===== src/rtl/cmd_channel_arbiter_pkg.sv =====
// Shared definitions for the command-channel arbiter: FSM state encoding,
// default command width, common command codes and a counter sizing helper.
package cmd_arb_pkg;

   // Arbiter FSM states
   typedef enum logic [2:0] {
      IDLE      = 3'd0,
      ISSUE     = 3'd1,
      WAIT_ACK  = 3'd2,
      WAIT_DONE = 3'd3,
      GAP       = 3'd4
   } arbState_t;

   localparam int DEFAULT_CMD_W = 3;

   // Command codes shared by every requester (init sequencer, data engine, ...)
   localparam logic [DEFAULT_CMD_W-1:0] CMD_INIT0 = 3'd0;
   localparam logic [DEFAULT_CMD_W-1:0] CMD_INIT1 = 3'd1;
   localparam logic [DEFAULT_CMD_W-1:0] CMD_INIT2 = 3'd2;
   localparam logic [DEFAULT_CMD_W-1:0] CMD_INIT3 = 3'd3;

   // Width needed to hold the larger of the gap load and the timeout limit
   function automatic int cntWidth(input int gapCycles, input int timeoutCycles);
      int biggest;
      biggest = (gapCycles > timeoutCycles) ? gapCycles : timeoutCycles;
      return (biggest < 1) ? 1 : $clog2(biggest + 1);
   endfunction

endpackage


===== src/rtl/cmd_channel_arbiter_if.sv =====
// Bundle of requester-side and engine-side signals of the command arbiter.
// The arbiter uses the slave view; whatever drives requests and models the
// engine uses the master view.
interface cmd_channel_arbiter_if
   import cmd_arb_pkg::*;
#(
   parameter int NREQ  = 2,
   parameter int CMD_W = DEFAULT_CMD_W
);

   logic [NREQ-1:0]       req;
   logic [NREQ*CMD_W-1:0] cmd_in;
   logic [NREQ-1:0]       gnt;
   logic [NREQ-1:0]       done;
   logic [NREQ-1:0]       err;
   logic [CMD_W-1:0]      command;
   logic                  start;
   logic                  ready_command;
   logic                  busy;

   modport slave (
      input  req, cmd_in, ready_command,
      output gnt, done, err, command, start, busy
   );

   modport master (
      output req, cmd_in, ready_command,
      input  gnt, done, err, command, start, busy
   );

endinterface


===== src/rtl/cmd_channel_arbiter_rr_pick.sv =====
// Combinational round-robin picker: starting at i_ptr and wrapping, returns
// the first requester whose request bit is set, as one-hot and as index.
module rr_pick
   import cmd_arb_pkg::*;
#(
   parameter  int NREQ = 2,
   localparam int IDXW = $clog2(NREQ)
) (
   input  logic [NREQ-1:0] i_req,
   input  logic [IDXW-1:0] i_ptr,
   output logic [NREQ-1:0] o_winner,
   output logic [IDXW-1:0] o_winnerIdx,
   output logic            o_valid
);

   // Scan all requesters in priority order beginning at the pointer
   always_comb begin
      int  idx;
      logic found;
      o_winner    = '0;
      o_winnerIdx = '0;
      found       = 1'b0;
      idx         = 0;
      for (int off = 0; off < NREQ; off++) begin
         idx = (int'(i_ptr) + off) % NREQ;
         if (!found && i_req[IDXW'(idx)]) begin
            found                  = 1'b1;
            o_winner[IDXW'(idx)]   = 1'b1;
            o_winnerIdx            = IDXW'(idx);
         end
      end
      o_valid = found;
   end

endmodule


===== src/rtl/cmd_channel_arbiter.sv =====
// Shares one command engine between NREQ requesters. Round-robin grant,
// one command in flight, a guard gap after every command and a timeout on
// both handshake waits. Every output comes straight from a register.
module cmd_channel_arbiter
   import cmd_arb_pkg::*;
#(
   parameter int NREQ           = 2,
   parameter int CMD_W          = DEFAULT_CMD_W,
   parameter int GAP_CYCLES     = 100,
   parameter int TIMEOUT_CYCLES = 1000000
) (
   input logic                 clk,
   input logic                 rst,
   cmd_channel_arbiter_if.slave bus
);

   localparam int IDXW = $clog2(NREQ);
   localparam int CNTW = cntWidth(GAP_CYCLES, TIMEOUT_CYCLES);

   localparam logic [CNTW-1:0] GAP_LOAD  = CNTW'(GAP_CYCLES);
   localparam logic [CNTW-1:0] TMO_LIMIT = CNTW'(TIMEOUT_CYCLES);

   arbState_t        r_state;
   logic [NREQ-1:0]  r_gnt;
   logic [NREQ-1:0]  r_done;
   logic [NREQ-1:0]  r_err;
   logic [CMD_W-1:0] r_command;
   logic             r_start;
   logic             r_busy;
   logic [CNTW-1:0]  r_gapCnt;
   logic [CNTW-1:0]  r_tmoCnt;
   logic [IDXW-1:0]  r_rrPtr;

   logic [NREQ-1:0]  w_winner;
   logic [IDXW-1:0]  w_winIdx;
   logic             w_valid;
   logic [CMD_W-1:0] w_selCmd;
   logic [IDXW-1:0]  w_nextPtr;

   rr_pick #(
      .NREQ (NREQ)
   ) u_rrPick (
      .i_req       (bus.req),
      .i_ptr       (r_rrPtr),
      .o_winner    (w_winner),
      .o_winnerIdx (w_winIdx),
      .o_valid     (w_valid)
   );

   // Winner's command slice and the pointer value just past the winner
   always_comb begin
      w_selCmd  = bus.cmd_in[w_winIdx*CMD_W +: CMD_W];
      w_nextPtr = (int'(w_winIdx) == NREQ - 1) ? '0 : w_winIdx + 1'b1;
   end

   // Arbitration and handshake FSM; done/err are single-cycle pulses
   always_ff @(posedge clk or posedge rst) begin
      if (rst) begin
         r_state   <= IDLE;
         r_gnt     <= '0;
         r_done    <= '0;
         r_err     <= '0;
         r_command <= '0;
         r_start   <= 1'b0;
         r_busy    <= 1'b0;
         r_gapCnt  <= '0;
         r_tmoCnt  <= '0;
         r_rrPtr   <= '0;
      end else begin
         r_done <= '0;
         r_err  <= '0;
         case (r_state)
            IDLE: begin
               if (w_valid) begin
                  r_gnt     <= w_winner;
                  r_command <= w_selCmd;
                  r_rrPtr   <= w_nextPtr;
                  r_busy    <= 1'b1;
                  r_state   <= ISSUE;
               end
            end
            ISSUE: begin
               r_start  <= 1'b1;
               r_tmoCnt <= '0;
               r_state  <= WAIT_ACK;
            end
            WAIT_ACK: begin
               if (!bus.ready_command) begin
                  r_tmoCnt <= '0;
                  r_state  <= WAIT_DONE;
               end else if (r_tmoCnt == TMO_LIMIT) begin
                  r_start  <= 1'b0;
                  r_err    <= r_gnt;
                  r_gapCnt <= GAP_LOAD;
                  r_state  <= GAP;
               end else begin
                  r_tmoCnt <= r_tmoCnt + 1'b1;
               end
            end
            WAIT_DONE: begin
               if (bus.ready_command) begin
                  r_start  <= 1'b0;
                  r_done   <= r_gnt;
                  r_gapCnt <= GAP_LOAD;
                  r_state  <= GAP;
               end else if (r_tmoCnt == TMO_LIMIT) begin
                  r_start  <= 1'b0;
                  r_err    <= r_gnt;
                  r_gapCnt <= GAP_LOAD;
                  r_state  <= GAP;
               end else begin
                  r_tmoCnt <= r_tmoCnt + 1'b1;
               end
            end
            GAP: begin
               if (r_gapCnt == '0) begin
                  r_gnt   <= '0;
                  r_busy  <= 1'b0;
                  r_state <= IDLE;
               end else begin
                  r_gapCnt <= r_gapCnt - 1'b1;
               end
            end
            default: begin
               r_start <= 1'b0;
               r_gnt   <= '0;
               r_busy  <= 1'b0;
               r_state <= IDLE;
            end
         endcase
      end
   end

   assign bus.gnt     = r_gnt;
   assign bus.done    = r_done;
   assign bus.err     = r_err;
   assign bus.command = r_command;
   assign bus.start   = r_start;
   assign bus.busy    = r_busy;

endmodule


===== src/flat_wrapper.sv =====
// flat-port wrapper written by rule: the top's interface ports become plain ports
module cmd_channel_arbiter_flat import cmd_arb_pkg::*;
#(
   parameter int NREQ           = 2,
   parameter int CMD_W          = DEFAULT_CMD_W,
   parameter int GAP_CYCLES     = 100,
   parameter int TIMEOUT_CYCLES = 1000000
)
  (clk, rst, bus_req, bus_cmd_in, bus_ready_command, bus_gnt, bus_done, bus_err, bus_command, bus_start, bus_busy);
  cmd_channel_arbiter_if #(.NREQ(NREQ), .CMD_W(CMD_W)) bus_i ();
  input logic clk;
  input logic rst;
  input wire logic [$bits(bus_i.req)-1:0] bus_req;
  input wire logic [$bits(bus_i.cmd_in)-1:0] bus_cmd_in;
  input wire logic [$bits(bus_i.ready_command)-1:0] bus_ready_command;
  output wire logic [$bits(bus_i.gnt)-1:0] bus_gnt;
  output wire logic [$bits(bus_i.done)-1:0] bus_done;
  output wire logic [$bits(bus_i.err)-1:0] bus_err;
  output wire logic [$bits(bus_i.command)-1:0] bus_command;
  output wire logic [$bits(bus_i.start)-1:0] bus_start;
  output wire logic [$bits(bus_i.busy)-1:0] bus_busy;
  assign bus_i.req = bus_req;
  assign bus_i.cmd_in = bus_cmd_in;
  assign bus_i.ready_command = bus_ready_command;
  assign bus_gnt = bus_i.gnt;
  assign bus_done = bus_i.done;
  assign bus_err = bus_i.err;
  assign bus_command = bus_i.command;
  assign bus_start = bus_i.start;
  assign bus_busy = bus_i.busy;
  cmd_channel_arbiter #(.NREQ(NREQ), .CMD_W(CMD_W), .GAP_CYCLES(GAP_CYCLES), .TIMEOUT_CYCLES(TIMEOUT_CYCLES)) u_core (.clk(clk), .rst(rst), .bus(bus_i));
endmodule

===== config.mk =====
export PLATFORM = sky130hd
export DESIGN_NAME = cmd_channel_arbiter_flat
export DESIGN_NICKNAME = d
export VERILOG_FILES = /design/src/rtl/cmd_channel_arbiter_pkg.sv /design/src/rtl/cmd_channel_arbiter_if.sv /design/src/rtl/cmd_channel_arbiter_rr_pick.sv /design/src/rtl/cmd_channel_arbiter.sv /design/src/flat_wrapper.sv
export SDC_FILE = /design/constraint.sdc
export NUM_CORES = 1
export LEC_CHECK = 0
export BUFFER_PORTS_ARGS = -buffer_cell sky130_fd_sc_hd__buf_2
export CORE_MARGIN = 3
export CORE_UTILIZATION = 45
export CTS_CLUSTER_DIAMETER = 120
export DETAILED_ROUTE_END_ITERATION = 7
export SYNTH_ARGS = -nofsm -noshare
export SYNTH_HDL_FRONTEND = slang
export SYNTH_SLANG_ARGS = --single-unit

===== constraint.sdc =====
create_clock -name clk -period 2.4 [get_ports clk]
set_input_delay 0.12 -clock clk [delete_from_list [all_inputs] [get_ports clk]]
set_output_delay 0.12 -clock clk [all_outputs]
set_load 0.02 [all_outputs]

==> key figures, run 1 <==
Status
  – Outcome: finished with violations
  – Violated checks: hold timing

Global routing
  – Vias in the first global route: ~2,300
  – Initial antenna violation count: 0
  – First-pass GRT wire length: 11.4 mm
  – GRT Overall Usage: 0.180
  – Total gr overflow: 0
  – Largest net degree at the start of global routing: 55

Clock network
  – CTS Root Cell: clkbuf_8
  – Worst skew pair latency: about 0.32 ns
  – Max Buffers Root-to-Sink: 2
  – Setup bufs post-CTS: 0
  – Level count of the clock H-tree: 2
  – Clock Sinks: 54
  – Num CTS Buffers: 5
  – Resize count post-CTS: 0
  – Hold Buf Count CTS: 0
  – Reg clk slew, reported paths: between 0.1 and 0.15 ns
  – CTS tree: done

STA
  – Fmax: 0.456 GHz
  – Hold Slack: -0.0275 ns
  – Max_slew headroom: 0.469
  – Setup Skew: between 0.01 and 0.015 ns
  – Worst-Margin Slew: roughly 0.8 ns
  – RSZ-0062 raised after global routing: no
  – Max-slew violations: 0
  – Endpoints failing hold: 27
  – Setup_tns: 0 ns
  – Final Cycle Share: 0.914
  – Final setup vio count: 0
  – Final min period: about 2.2 ns

Drt
  – Vias per Instance: 5.77
  – Drt wl/cell: around 16 um
  – DRC Markers: 0
  – Vias: between 2,000 and 2,500
  – DRT antenna net count: 0
  – Starting DRT DRC Count: 104
  – Post-Route WL: between 6 and 7 mm
  – DR pass1 iterations: 4

Setup path
  – Reg2Reg Depth: 6
  – WS Path Type: flop to flop
  – Crit-path cells: nor4b_2, and4_1, a31o_2, a31oi_4, buf_12, a221o_2
  – CP peak stage delay: 0.44 ns
  – Crit path max fanout: 10
  – CP Data Required Time: 2.60 ns
  – CP arrival: between 2 and 2.5 ns
  – Setup crit start kind: flop
  – Crit end category: flop
  – CP max stage cell: dfrtp_1

Floorplanning
  – Standard-cell rows: 29
  – Chip Width: about 90 um
  – Floorplan core area: roughly 6500 um^2
  – IO Pins: 22
  – Die area: 7890 um^2
  – Initial Util: 0.475
  – Die H: 88.8 um

Synth
  – Synth unique cells: 64
  – Top cell type's share of synthesized area: 0.438
  – Ys flop type: dfrtp_1
  – Largest family of logic cells by synthesized area: simple AND/OR/NAND/NOR gates
  – Xor and xnor fraction of the mapped netlist area: 0.0539
  – Mapped Cells: 318
  – Largest cells by area after synthesis: dfrtp_1, nor2_1, xor2_1, nand3_1, mux2i_1
  – Synth Area in Compound Gates: 0.160
  – Post-synthesis mux area share: 0.0292
  – Post-synth EDFFs: 0
  – Yosys top cell by area: dfrtp_1
  – Synthesis-stage register bit count: 54
  – Fraction of the mapped netlist area in adder cells: 0.0162
  – Ys Warns: 0
  – Syn_area_per_cell: 9.71 um^2
  – FFs w/ async S/R, synth: 1.00
  – Sequential fraction of the synthesis area: 0.438
  – Post-Syn Area: approximately 3000 um^2
  – Post-Synth Simple-Gate Area: 0.258

Flow run
  – Max Cap Viol: 0

Min path
  – Worst min path class: input port to async pin

Final layout
  – Share of layout cells above drive strength 1: 0.215
  – Final Util: 0.527
  – Commonest non-fill, non-tap cell in the layout: dfrtp_1
  – Most frequent cells in the layout: dfrtp_1, nor2_1, nand2_1
  – Nets: 363
  – Synth-to-layout area growth: 10.9%
  – Diode count: 0

Place
  – RD Place Congestion: 0.815
  – DP HPWL: about 4.5 mm
  – Port-buffer cells: 19

Power and ir drop
  – Leakage: between 1.5 and 2 nW
  – Power density over cell area: between 900 and 1000 nW/um^2
  – VDD IR max: 380 uV
## state kept, by name, summed over array words and instances, names as in the netlist
register,count
u_core.r_tmoCnt,20
u_core.r_state,3
u_core.r_rrPtr,1
u_core.bus.done,2
u_core.r_gapCnt,20
u_core.bus.busy,1
u_core.bus.start,1
u_core.bus.gnt,1
u_core.bus.command,3
u_core.bus.err,2
## kinds of logic after synthesis
group / after synthesis
buffers and inverters: 23
flip-flops: 54
other: 1
XOR/XNOR: 19
adder cells (fa/ha/maj): 4
multiplexers: 9
AO/OA/AOI/OAI: 65
AND/OR/NAND/NOR: 143
## cell usage after synthesis (all sizes together), types with 7 or more instances
cell    count
nor3       12
xnor2       7
xor2       12
nand2      21
mux2i       9
o21ai       9
a21oi      10
dfrtp      54
clkbuf      8
nand3      19
and3        8
inv        10
nor4        7
a21o        8
nand4      12
nor2       38
a31oi      10
## critical path: cells and delay by family, from the launching register on
kind | cells | cell delay [ns]
DFF | 1 | 0.44
AOI/OAI and AO/OA | 3 | 0.75
buffers and inverters | 1 | 0.18
and+or+nand+nor | 2 | 0.71
## where the power goes
| part | total (W) | internal, W | switching, W |
|---|---|---|---|
| registers | 0.00129 | 0.00109 | 0.000203 |
| clock network | 0.000631 | 0.000312 | 0.000319 |
| logic | 0.00122 | 0.000468 | 0.000752 |
| total | 0.00314 | 0.00187 | 0.00127 |
## final cells by class
cell class                 count  area [um^2]
timing repair buffer          34          220
tap                           77         96.3
inverter                      10         37.5
multi-input combinational    243         1610
clock buffer                   6         72.6
clock inverter                 2         37.5
sequential                    54         1350
fill                         603         3070
## metal layers
| layer | part of all wire | global-route usage |
|---|---|---|
| met1 | 0.52 | 0.254 |
| met2 | 0.44 | 0.290 |
| met3 | 0.026 | 0.0317 |
| met4 | 0.0086 | 0.0371 |
| met5 | 0 | 0 |
## stage by stage
stage	hold WS (ns)	instances	power (W)	cell area, um^2	setup slack [ns]
after floorplan	0.303	320	0.00219	3090	0.410
after global placement	0.366	418	0.00250	3310	0.268
after detailed placement	0.361	418	0.00254	3310	0.230
after CTS	0.00952	426	0.00317	3420	0.176
after global routing	0.0429	426	0.00338	3420	0.0772
final	-0.0275	426	0.00314	3420	0.207
## worst paths after layout
| check | to | startpoint | slack [ns] |
|---|---|---|---|
| worst max-delay path | u_core.r_gapCnt[14]$_DFFE_PP0P_ | u_core.r_tmoCnt[12]$_DFFE_PP0P_ | 0.21 |
| worst min-delay path | u_core.r_gapCnt[15]$_DFFE_PP0P_ | rst | -0.03 |
| worst max register to register | u_core.r_gapCnt[14]$_DFFE_PP0P_ | u_core.r_tmoCnt[12]$_DFFE_PP0P_ | 0.21 |
| worst min register to register | u_core.r_rrPtr$_DFFE_PP0P_ | u_core.r_rrPtr$_DFFE_PP0P_ | 0.51 |
| max in group asynchronous | u_core.r_gapCnt[17]$_DFFE_PP0P_ | rst | 1.96 |
| min in group clk | u_core.bus.command[1]$_DFFE_PP0P_ | bus_cmd_in[4] | 0.09 |
No activity file was read; power rests on OpenSTA's default activity.
==> inputs of run 2 (changes only) <==
--- a/config.mk
+++ b/config.mk
@@ -7,7 +7,7 @@
 export LEC_CHECK = 0
 export BUFFER_PORTS_ARGS = -buffer_cell sky130_fd_sc_hd__buf_2
 export CORE_MARGIN = 3
-export CORE_UTILIZATION = 45
+export CORE_UTILIZATION = 30
 export CTS_CLUSTER_DIAMETER = 120
 export DETAILED_ROUTE_END_ITERATION = 7
 export SYNTH_ARGS = -nofsm -noshare
==> key figures, run 2 (same netlist as run 1, synthesis figures left out) <==
Floorplanning
  – IO Pins: 22 (unchanged)
  – Floorplan core area: 9910 um^2 (+53%)
  – Die area: 11,500 um^2 (+46%)
  – Chip Width: 107 um (+21%)
  – Die H: 107 um (+21%)
  – Standard-cell rows: 36 (+24%)
  – Initial Util: 0.311 (-0.164)

Final layout
  – Top Registers: u_core.r_gapCnt: 20 flops, u_core.r_tmoCnt: 20 flops
  – Nets: 364 (+0.28%)
  – # fillers: 1,033 (+71%)
  – Commonest non-fill, non-tap cell in the layout: dfrtp_1
  – Diode count: 0 (unchanged)
  – Share of layout cells above drive strength 1: 0.220 (+0.00510)
  – Synth-to-layout area growth: 13.4%
  – Most frequent cells in the layout: dfrtp_1, nor2_1, nand2_1

STA
  – Setup_tns: 0 ns (unchanged)
  – Final Cycle Share: 0.881 (-0.0324)
  – Fmax: 0.473 GHz (+3.7%)
  – Max_slew headroom: 0.452 (-0.0166)
  – Endpoints failing hold: 0 (-100%)
  – RSZ-0062 raised after global routing: no
  – Worst-Margin Slew: 0.821 ns (+0.0249 ns)
  – Final min period: 2.12 ns (-0.0779 ns)
  – Final setup vio count: 0 (unchanged)
  – Max-slew violations: 0 (unchanged)
  – Setup Skew: 0.0108 ns (-0.00181 ns)

Global routing
  – Total gr overflow: 0 (unchanged)
  – Largest net degree at the start of global routing: 23 (-58%)
  – Vias in the first global route: 2,381 (+2.0%)
  – Initial antenna violation count: 0 (unchanged)
  – First-pass GRT wire length: 11.4 mm (+0.79%)
  – GRT Overall Usage: 0.121 (-0.0593)

Drt
  – DRT antenna net count: 0 (unchanged)
  – Vias: 2,437 (-0.93%)
  – DRC Markers: 0 (unchanged)
  – Post-Route WL: 6.53 mm (-1.8%)
  – Vias per Instance: 5.05 (-13%)
  – Drt wl/cell: 13.5 um (-13%)
  – DR pass1 iterations: 4 (unchanged)
  – Starting DRT DRC Count: 159 (+53%)

Setup path
  – CP max stage cell: dfrtp_1
  – Setup crit start kind: flop
  – Worst Setup SP: u_core.r_tmoCnt[0]$_DFFE_PP0P_
  – Cell family contributing the most delay on the critical path: compound AO/OA/AOI/OAI gates
  – Buffers plus inverters on the worst setup path: 2 (+1)
  – Crit path max fanout: 11 (+1)
  – WS Path Type: flop to flop
  – Crit-path cells: inv_1, ha_1, nand4b_1, nor4_2, a31o_2, a31oi_4, buf_4, a211o_1
  – RR Startpoint: u_core.r_tmoCnt[0]$_DFFE_PP0P_
  – Crit end category: flop
  – CP peak stage delay: 0.42 ns (-0.02 ns)
  – CP arrival: 2.32 ns (-0.07 ns)
  – CP Data Required Time: 2.60 ns (about the same)

Power and ir drop
  – Final Power: 0.00312 W (-0.60%)
  – Power density over cell area: 892 nW/um^2 (-2.8%)
  – VDD IR max: 369 uV (-2.8%)
  – Leakage: 1.55 nW (-0.36%)

Place
  – Port-buffer cells: 19 (unchanged)
  – DP HPWL: 4.68 mm (+3.8%)
  – RD Place Congestion: 0.777 (-4.6%)

Clock network
  – Num CTS Buffers: 5 (unchanged)
  – Reg clk slew, reported paths: 0.10 ns (about the same)
  – Worst skew pair latency: 0.31 ns (about the same)
  – Level count of the clock H-tree: 2 (unchanged)
  – Max Buffers Root-to-Sink: 2 (unchanged)
  – Clock Sinks: 54 (unchanged)
  – CTS tree: done
  – CTS Root Cell: clkbuf_8

Min path
  – Worst min path class: input port to flop
  – Hold_sp: bus_req[0]

Flow run
  – Max Cap Viol: 0 (unchanged)

Status
  – Outcome: finished, final reports clean
## run 2: worst reg2reg max path, stage by stage (launching register included)
cell      delay, ns
dfrtp_1        0.42
inv_1          0.10
ha_1           0.18
nand4b_1       0.14
nor4_2         0.26
a31o_2         0.26
a31oi_4        0.18
buf_4          0.21
a211o_1        0.28
## run 2: power breakdown
part           internal [W]  switching, W  total (W)
combinational      0.000474      0.000738    0.00121
clock              0.000311      0.000307   0.000617
sequential          0.00109      0.000206    0.00129
total               0.00187       0.00125    0.00312
## run 2: path summary, 6_finish.rpt
check | to | slack [ns] | cells after the start
worst max-delay path | u_core.r_gapCnt[8]$_DFFE_PP0P_ | 0.28 | 8
worst min-delay path | u_core.bus.gnt[0]$_DFFE_PP0P_ | 0.09 | 4
worst max register to register | u_core.r_gapCnt[8]$_DFFE_PP0P_ | 0.28 | 8
worst min register to register | u_core.r_tmoCnt[19]$_DFFE_PP0P_ | 0.51 | 1
max in group asynchronous | u_core.r_rrPtr$_DFFE_PP0P_ | 1.43 | 4
min in group asynchronous | u_core.r_gapCnt[9]$_DFFE_PP0P_ | 0.34 | 3
## run 2: layer usage
metal | part of all wire | GRT usage
met2 | 0.48 | 0.199
met1 | 0.48 | 0.162
met3 | 0.026 | 0.0258
met5 | 0 | 0
met4 | 0.012 | 0.0298
## run 2: stage by stage
stage | area, um^2 | hold WS (ns) | setup WS, ns | std cells | utilization
finish | 3500 | 0.0927 | 0.284 | 483 | 0.353
floorplan | 3090 | 0.303 | 0.410 | 320 | -
global route | 3500 | 0.0978 | 0.113 | 483 | 0.353
CTS | 3490 | 0.0846 | 0.158 | 483 | 0.353
global placement | 3370 | 0.143 | 0.218 | 474 | 0.340
detailed placement | 3370 | 0.150 | 0.176 | 474 | 0.340
## run 2: what timing repair did
| action | in CTS | in global routing |
|---|---|---|
| endpoints found under the setup margin | 0 | 2 |
| buffers inserted | 0 | 0 |
| endpoints found under the hold margin | 17 | 0 |
| gates resized for setup | 0 | 1 |
| hold buffers | 1 | 0 |
## run 2: area by class of cell
type	count	area, um^2	area share
clock inverter	3	45.0	0.0129
multi-input combinational	243	1610	0.461
timing repair buffer	35	218	0.0622
inverter	10	37.5	0.0107
clock buffer	5	68.8	0.0197
sequential	54	1350	0.386
tap	133	166	0.0475
